[src/rtl/crank_wheel_gen.sv]
// Crank tooth-wheel emulator: N-minus-M tooth train with double-buffered geometry applied at revolution start.
// Outputs registered, first tooth one cycle after enable; no backpressure, free-running while ena is high.
module crank_wheel_gen #(
  parameter int PW = 24,
  parameter int TW = 8
) (
  input  logic          clk,
  input  logic          rst,
  input  logic          ena,
  input  logic          load,
  input  logic [PW-1:0] period,
  input  logic [PW-1:0] high_time,
  input  logic [TW-1:0] teeth_total,
  input  logic [TW-1:0] teeth_missing,
  output logic          tooth_out,
  output logic          tooth_edge,
  output logic          rev_pulse,
  output logic [TW-1:0] tooth_idx,
  output logic          gap_active,
  output logic          busy,
  output logic          cfg_err
);

  typedef enum logic [1:0] {IDLE, HI, LO, GAP} state_t;

  state_t        state_q, state_d;
  logic [PW-1:0] act_period, act_high, sh_period, sh_high;
  logic [PW-1:0] cnt_q, cnt_d;
  logic [TW-1:0] act_total, act_missing, sh_total, sh_missing;
  logic [TW-1:0] gcnt_q, gcnt_d, idx_d, n_real;
  logic          pending, edge_d, rev_d, take_in, take_sh, rev_start, sh_load;
  logic          in_ok, sh_ok;

  function automatic logic cfg_ok(input logic [PW-1:0] p, input logic [PW-1:0] h,
                                  input logic [TW-1:0] t, input logic [TW-1:0] m);
    return (p >= PW'(2)) && (h != '0) && (h < p) && (t >= TW'(3)) && (m <= t - TW'(2));
  endfunction

  assign in_ok   = cfg_ok(period, high_time, teeth_total, teeth_missing);
  assign sh_ok   = cfg_ok(sh_period, sh_high, sh_total, sh_missing);
  assign n_real  = act_total - act_missing;
  assign sh_load = load && (state_q != IDLE) && ena;

  always_comb begin
    state_d   = state_q;
    cnt_d     = cnt_q;
    gcnt_d    = gcnt_q;
    idx_d     = tooth_idx;
    edge_d    = 1'b0;
    rev_d     = 1'b0;
    take_in   = 1'b0;
    take_sh   = 1'b0;
    rev_start = 1'b0;

    case (state_q)
      IDLE: begin
        cnt_d  = '0;
        gcnt_d = '0;
        idx_d  = '0;
        // A load in IDLE wins over starting so the new config is what runs.
        if (load) begin
          take_in = 1'b1;
        end else if (ena && !cfg_err) begin
          state_d = HI;
          edge_d  = 1'b1;
          rev_d   = 1'b1;
        end
      end
      HI: begin
        cnt_d = cnt_q + PW'(1);
        if (cnt_q == act_high - PW'(1)) state_d = LO;
      end
      LO: begin
        cnt_d = cnt_q + PW'(1);
        if (cnt_q == act_period - PW'(1)) begin
          cnt_d = '0;
          if (tooth_idx < n_real - TW'(1)) begin
            state_d = HI;
            idx_d   = tooth_idx + TW'(1);
            edge_d  = 1'b1;
          end else if (act_missing != '0) begin
            state_d = GAP;
            gcnt_d  = '0;
          end else begin
            rev_start = 1'b1;
          end
        end
      end
      GAP: begin
        cnt_d = cnt_q + PW'(1);
        if (cnt_q == act_period - PW'(1)) begin
          cnt_d  = '0;
          gcnt_d = gcnt_q + TW'(1);
          if (gcnt_q == act_missing - TW'(1)) rev_start = 1'b1;
        end
      end
      default: state_d = IDLE;
    endcase

    if (rev_start) begin
      idx_d  = '0;
      gcnt_d = '0;
      take_sh = pending;
      // An invalid pending config stops the wheel before tooth 0 is drawn.
      if (pending && !sh_ok) begin
        state_d = IDLE;
      end else begin
        state_d = HI;
        edge_d  = 1'b1;
        rev_d   = 1'b1;
      end
    end

    if (state_q != IDLE && !ena) begin
      state_d = IDLE;
      cnt_d   = '0;
      gcnt_d  = '0;
      idx_d   = '0;
      edge_d  = 1'b0;
      rev_d   = 1'b0;
      take_in = load;
      take_sh = pending && !load;
    end
  end

  always_ff @(posedge clk) begin
    if (!rst) begin
      state_q     <= IDLE;
      cnt_q       <= '0;
      gcnt_q      <= '0;
      tooth_idx   <= '0;
      tooth_out   <= 1'b0;
      tooth_edge  <= 1'b0;
      rev_pulse   <= 1'b0;
      gap_active  <= 1'b0;
      busy        <= 1'b0;
      cfg_err     <= 1'b1;
      pending     <= 1'b0;
      act_period  <= '0;
      act_high    <= '0;
      act_total   <= '0;
      act_missing <= '0;
      sh_period   <= '0;
      sh_high     <= '0;
      sh_total    <= '0;
      sh_missing  <= '0;
    end else begin
      state_q    <= state_d;
      cnt_q      <= cnt_d;
      gcnt_q     <= gcnt_d;
      tooth_idx  <= idx_d;
      tooth_out  <= (state_d == HI);
      tooth_edge <= edge_d;
      rev_pulse  <= rev_d;
      gap_active <= (state_d == GAP);
      busy       <= (state_d != IDLE);

      if (take_in) begin
        act_period  <= period;
        act_high    <= high_time;
        act_total   <= teeth_total;
        act_missing <= teeth_missing;
        cfg_err     <= !in_ok;
      end else if (take_sh) begin
        act_period  <= sh_period;
        act_high    <= sh_high;
        act_total   <= sh_total;
        act_missing <= sh_missing;
        cfg_err     <= !sh_ok;
      end

      if (sh_load) begin
        sh_period  <= period;
        sh_high    <= high_time;
        sh_total   <= teeth_total;
        sh_missing <= teeth_missing;
        pending    <= 1'b1;
      end else if (take_in || take_sh) begin
        pending <= 1'b0;
      end
    end
  end

endmodule

[config.mk]
export PLATFORM = sky130hd
export DESIGN_NAME = crank_wheel_gen
export DESIGN_NICKNAME = d
export VERILOG_FILES = /design/src/rtl/crank_wheel_gen.sv
export SDC_FILE = /design/constraint.sdc
export NUM_CORES = 1
export LEC_CHECK = 0
export CORE_MARGIN = 5
export CORE_UTILIZATION = 31
export DETAILED_ROUTE_END_ITERATION = 10
export REMOVE_ABC_BUFFERS = 1
export SLEW_MARGIN = 20
export SYNTH_ARGS = -nofsm -noshare
export SYNTH_HDL_FRONTEND = slang
export SYNTH_SLANG_ARGS = --single-unit
[constraint.sdc]
create_clock -name clk -period 6.29 [get_ports clk]
set_clock_uncertainty 0.1 [all_clocks]
set_input_delay 0.9435 -clock clk [delete_from_list [all_inputs] [get_ports clk]]
set_output_delay 0.9435 -clock clk [all_outputs]
set_load 0.02 [all_outputs]
* Yosys cells after proc, flatten, opt, wreduce, memory -nomap -nowiden *
Index checks and enable logic that the tools add are counted.

storage, ports and cells
  bits in registers = 177
  output and inout port bits = 14
  input port bits = 68
  word-level logic and storage cells = 140

cells by class
  muxes and demuxes = 53
  reduce and logical (&&, ||, !) cells = 35
  $lt $le $gt $ge = 9
  add/sub/neg operators = 10
  bitwise gates (word level) = 1
  equality and inequality tests = 13

operator list
  kind                                                                                  number
  24-bit two-way mux                                                                    5
  8-bit two-way mux                                                                     10
  24-bit one-hot mux with 3 select lines                                                1
  24-bit == test                                                                        2
  24-bit by 2-bit greater-or-equal comparator with 1-bit output, second input constant  2
  24-bit < comparator                                                                   2
  24-bit nonzero test                                                                   2
  24-bit by 1-bit subtractor with 24-bit output, second input constant                  2
  24-bit by 1-bit adder with 24-bit output, second input constant                       1
  1-bit two-way mux                                                                     24
  8-bit one-hot mux with 3 select lines                                                 1
  8-bit by 1-bit adder with 8-bit output, second input constant                         2
  8-bit by 2-bit greater-or-equal comparator with 1-bit output, second input constant   2
  8-bit less-or-equal comparator                                                        2
  2-bit two-way mux                                                                     8
  8-bit one-hot mux with 2 select lines                                                 1
  8-bit by 1-bit subtractor with 8-bit output, second input constant                    2
  8-bit by 2-bit subtractor with 8-bit output, second input constant                    2
  1-bit logical AND                                                                     14
  2-bit inequality test, second input constant                                          5
  2-bit nonzero test                                                                    5
  8-bit == test                                                                         1
  8-bit < comparator                                                                    1
  8-bit nonzero test                                                                    1
  other kinds (14)                                                                      23

* Logic depth before layout (Yosys ltp) *
  depth after elaboration = 11
  depth in mapped cells = 22
  mapped depth without buffers = 20

* Worst setup path after synthesis *
No wires, ideal clock.

  path type = register to register
  from = register act_missing[0]
  to = register act_high[11]
  cell stages (with the launch flop) = 23
  arrival = 4.074 ns
  data required time = 6.074 ns
  period minus slack after synthesis = 4.290 ns
  buffers on the path = 2
  setup slack = 2.000 ns
  setup time = 0.116 ns
  cell sequence = dfxtp_1 inv_1 ha_1 inv_1 fa_1 inv_1 a21oi_1 o21bai_1 a21o_1 a21oi_1 xor2_1 ha_1 nand4_1 nor2_1 a2111oi_0 or3_1 or3_1 a2111o_1 o211ai_2 buf_4 buf_6 nand3_1 o211a_1

on the way
  longest elaborated chain between the ends = 9
  elaborated cells between the ends (all ways) = 15
  classes of those cells = 3 x add/sub; 1 x order compare; 1 x eq/ne; 8 x mux; 2 x reduce/logical

RTL lines
  element                                      line  source
  from (decl)                                  29    logic [TW-1:0] act_total, act_missing, sh_total, sh_missing;
  from (signal assigned)                       162   act_missing <= teeth_missing;
  from (signal assigned)                       168   act_missing <= sh_missing;
  8-bit subtractor                             41    assign n_real = act_total - act_missing;
  8-bit by 1-bit subtractor with 8-bit output  77    if (tooth_idx < n_real - TW'(1)) begin
  8-bit < comparator                           77
  1-bit two-way mux                            77
  1-bit two-way mux                            75    if (cnt_q == act_period - PW'(1)) begin
  1-bit one-hot mux with 2 select lines (*)    55    case (state_q)
  1-bit two-way mux (*)                        100   if (rev_start) begin
  1-bit two-way mux (*)                        114   if (state_q != IDLE && !ena) begin
  2-bit nonzero test (no source line) (*)      -
  to (signal assigned)                         160   act_high <= high_time;
  to (signal assigned)                         166   act_high <= sh_high;
  to (decl)                                    27    logic [PW-1:0] act_period, act_high, sh_period, sh_high;

Every way passes the cells marked *; elsewhere a longest branch is shown, timed or not.
A chain may end at the register's enable or synchronous reset.

* Worst setup path in the final report *
  from = register act_missing[0]
  to = register act_period[18]

on the way
  longest elaborated chain between the ends = 9
  elaborated cells between the ends (all ways) = 15
  classes of those cells = 3 x add/sub; 1 x order compare; 1 x eq/ne; 8 x mux; 2 x reduce/logical

RTL lines
  element                                      line  source
  8-bit subtractor                             41
  8-bit by 1-bit subtractor with 8-bit output  77
  8-bit < comparator                           77
  1-bit two-way mux                            77
  1-bit two-way mux                            75
  1-bit one-hot mux with 2 select lines (*)    55
  1-bit two-way mux (*)                        100
  1-bit two-way mux (*)                        114
  2-bit nonzero test (no source line) (*)      -
  to (signal assigned)                         159   act_period <= period;
  to (signal assigned)                         165   act_period <= sh_period;
  to (decl)                                    27

Marked as above.

==> results.toml <==
[clocking]
root_buffer = "clkbuf_16"
numCtsBuffers = 17
cts_setup_buffers = 0
numClockSinks = 177
cts_tree = "done"
cts_hold_buf = 0
clockBufferDepth = 2
path_clk_slew_ns = 0.07
htree_levels = 4
cts_resized = 0
clk_latency_ns = 0.44

[final_layout]
multi_input_area_um2 = 7670
ff_latch_area_um2 = 3540
final_cell_mix = "nand2_1, dfxtp_1, nand3_1"
area_growth_syn_to_layout_pct = 14.6
final_common_cell = "nand2_1"
fillers = 3945
fin_nets = 1676
n_antenna_cell = 0
drive_gt1_frac = 0.0391

[drt]
ant_nets = 0
drtIter0Drc = 943
vias_per_cell = 5.46
drt-total-wl_um = 36800
drcViolationCount = 0
dr.pass1.iters = 5
num_vias = 11200
wl_per_cell_um = 18.0

[synthesis]
async_flop_share = 0
synth_edf_count = 0
synthFlopType = "dfxtp_1"
synthSimpleGateAreaFrac = 0.260
synth_top_family_by_area = "simple AND/OR/NAND/NOR gates"
synth_adder_area_share = 0.0901
syn_area_um2 = 11900
yosysWarnings = 0
syn_avg_cell_area_um2 = 7.88
synthDistinctLibCells = 67
synth_seq_area_share = 0.298
synth_compound_area_frac = 0.211
ys_seq_elements = 177
synth_mux_area_frac = 0.00347
synthCells = 1507
synth_xor_area_frac = 0.0789

[critical_path]
worstPathMaxFanout = 90
crit_chain = "inv_1 > ha_1 > inv_1 > fa_1 > inv_1 > a21oi_1 > o21bai_1 > a21o_1 > a21oi_1 > xor2_1 > ha_1 > nand2_1 > o21ai_0 > a2111oi_0 > or3_1 > or3_1 > a2111o_1 > o211ai_4 > buf_12 > o211ai_1 > o211a_1"
crit_path_top_delay_cell = "a2111o_1"
start_kind = "flip-flop"
max_stage_delay_ns = 0.50
arrival_ns = 5.29
cpMostUsedCell = "inv_1"
worst_ep_required_time_ns = 6.52
end_kind = "flip-flop"
crit_type = "reg2reg"

[placement]
gp_congestion = 0.872
hpwl_um = 27300
io_buffer_count = 81
dp_slack_ns = 1.28

[timing]
worst_slew_pin_slew_ns = 1.03
relSlewSlack = 0.308
finalHoldViolations = 0
max_freq_mhz = 198
rsz0062_at_grt = "false"
setup_slack_ns = 1.23
timing.final.crit_period_ns = 5.06
setup_viol = 0
maxSlewViolCount = 0
fin_crit_sh = 0.804

[worst_hold_path]
hold_class = "reg2reg"

[outcome]
status = "complete, no violations"

[floorplan]
die_x_um = 206
num_io_pins = 82
start_util = 0.315
die_y_um = 206
die_area_um2 = 42300
core-area_um2 = 37800
std_cell_rows = 71

[global_route]
grt_max_degree = 91
grt_pass1_vias = 10800
grt_pass1_wl_um = 59500
antenna_found_initial = 0
grt-ovfl-total = 0
track_usage = 0.174

[pwr]
cellLeakagePower_uw = 0.00551
power.density_nw_per_um2 = 204
finalPower_uw = 2780
ir_worst_vdd_mv = 0.188

[run]
drv_cap = 0
==> cells by family (layout without fill, tap and decap cells) <==
family,Yosys count,after routing
flops,177,177
mux,4,4
compound gates,331,331
buf+inv,170,199
fa+ha+maj,85,85
xor+xnor,107,107
simple gates,633,633
==> layer usage <==
metal  global-route usage  wire length (um)  up-vias  part of all wire
met3               0.0293              2170       51             0.059
met1                0.242             17000     5391              0.46
met5                    0                 0        -                 0
met4               0.0425               658        0             0.018
li1                     -                 -     5429                 -
met2                0.284             16900      307              0.46
==> synth_stat cells, types with 7 or more instances <==
cell / number / share of area
nand2_1: 250 / 0.079
dfxtp_1: 177 / 0.30
nand3_1: 108 / 0.045
ha_1: 84 / 0.088
inv_1: 78 / 0.025
clkbuf_1: 75 / 0.024
nor2_1: 73 / 0.023
a21boi_0: 65 / 0.041
o211a_1: 65 / 0.055
xnor2_1: 65 / 0.048
a21oi_1: 43 / 0.018
nor4_1: 42 / 0.022
xor2_1: 42 / 0.031
o211ai_1: 33 / 0.021
o21ai_0: 29 / 0.012
nand4_1: 27 / 0.014
nor3_1: 23 / 0.0097
a21o_1: 22 / 0.014
nor2b_1: 20 / 0.011
and3_1: 15 / 0.0079
or4_1: 15 / 0.0095
or3_1: 13 / 0.0068
a211oi_1: 11 / 0.0069
a31oi_1: 10 / 0.0053
and4_1: 9 / 0.0066
and2_1: 7 / 0.0037
buf_4: 7 / 0.0044
==> flip-flops by register name, summed over array words and instances, names as in the netlist, 2 cells and up <==
name / count
cnt_q: 24
state_q: 2
act_high: 24
sh_total: 8
sh_high: 24
tooth_idx: 8
act_total: 8
sh_period: 24
sh_missing: 8
act_missing: 8
act_period: 24
gcnt_q: 8
==> stage by stage <==
stage	utilization	cells	setup TNS (ns)	hold WS (ns)	instance area, um^2
global placement	0.345	2015	0	0.380	13000
detailed placement	0.345	2015	0	0.389	13000
finish	0.361	2047	0	0.397	13600
CTS	0.360	2047	0	0.401	13600
global route	0.361	2047	0	0.430	13600
floorplan	-	1415	-19.19	0.357	11500
==> path summary, 6_finish.rpt <==
| check | startpoint | end | slack, ns | depth (start not counted) |
|---|---|---|---|---|
| max | act_missing[0]$_SDFFE_PN0P_ | act_period[18]$_SDFFE_PN0P_ | 1.23 | 21 |
| min | sh_missing[0]$_SDFFE_PN0P_ | sh_missing[0]$_SDFFE_PN0P_ | 0.40 | 2 |
| max reg2reg | act_missing[0]$_SDFFE_PN0P_ | act_period[18]$_SDFFE_PN0P_ | 1.23 | 21 |
| min reg2reg | sh_missing[0]$_SDFFE_PN0P_ | sh_missing[0]$_SDFFE_PN0P_ | 0.40 | 2 |
==> layout make-up <==
class / instances / share of cell area
Tap cell: 511 / 0.0470
Clock inverter: 9 / 0.00763
Inverter: 78 / 0.0215
Multi-Input combinational cell: 1160 / 0.563
Timing Repair Buffer: 89 / 0.0643
Clock buffer: 23 / 0.0358
Sequential cell: 177 / 0.260
==> critical path, delay by kind of cell (launching register included) <==
family	cells	cell delay (ns)
DFF	1	0.36
buffers and inverters	4	0.60
adders and majority gates	3	0.86
and+or+nand+nor	3	0.82
AOI/OAI and AO/OA	10	2.02
xor gates and xnor gates	1	0.14
==> where the power goes <==
group | switching [uW] | internal, uW
combinational | 263 | 209
sequential | 52.0 | 1150
clock | 475 | 627
Note: power is estimated with default switching activity, not from simulation.
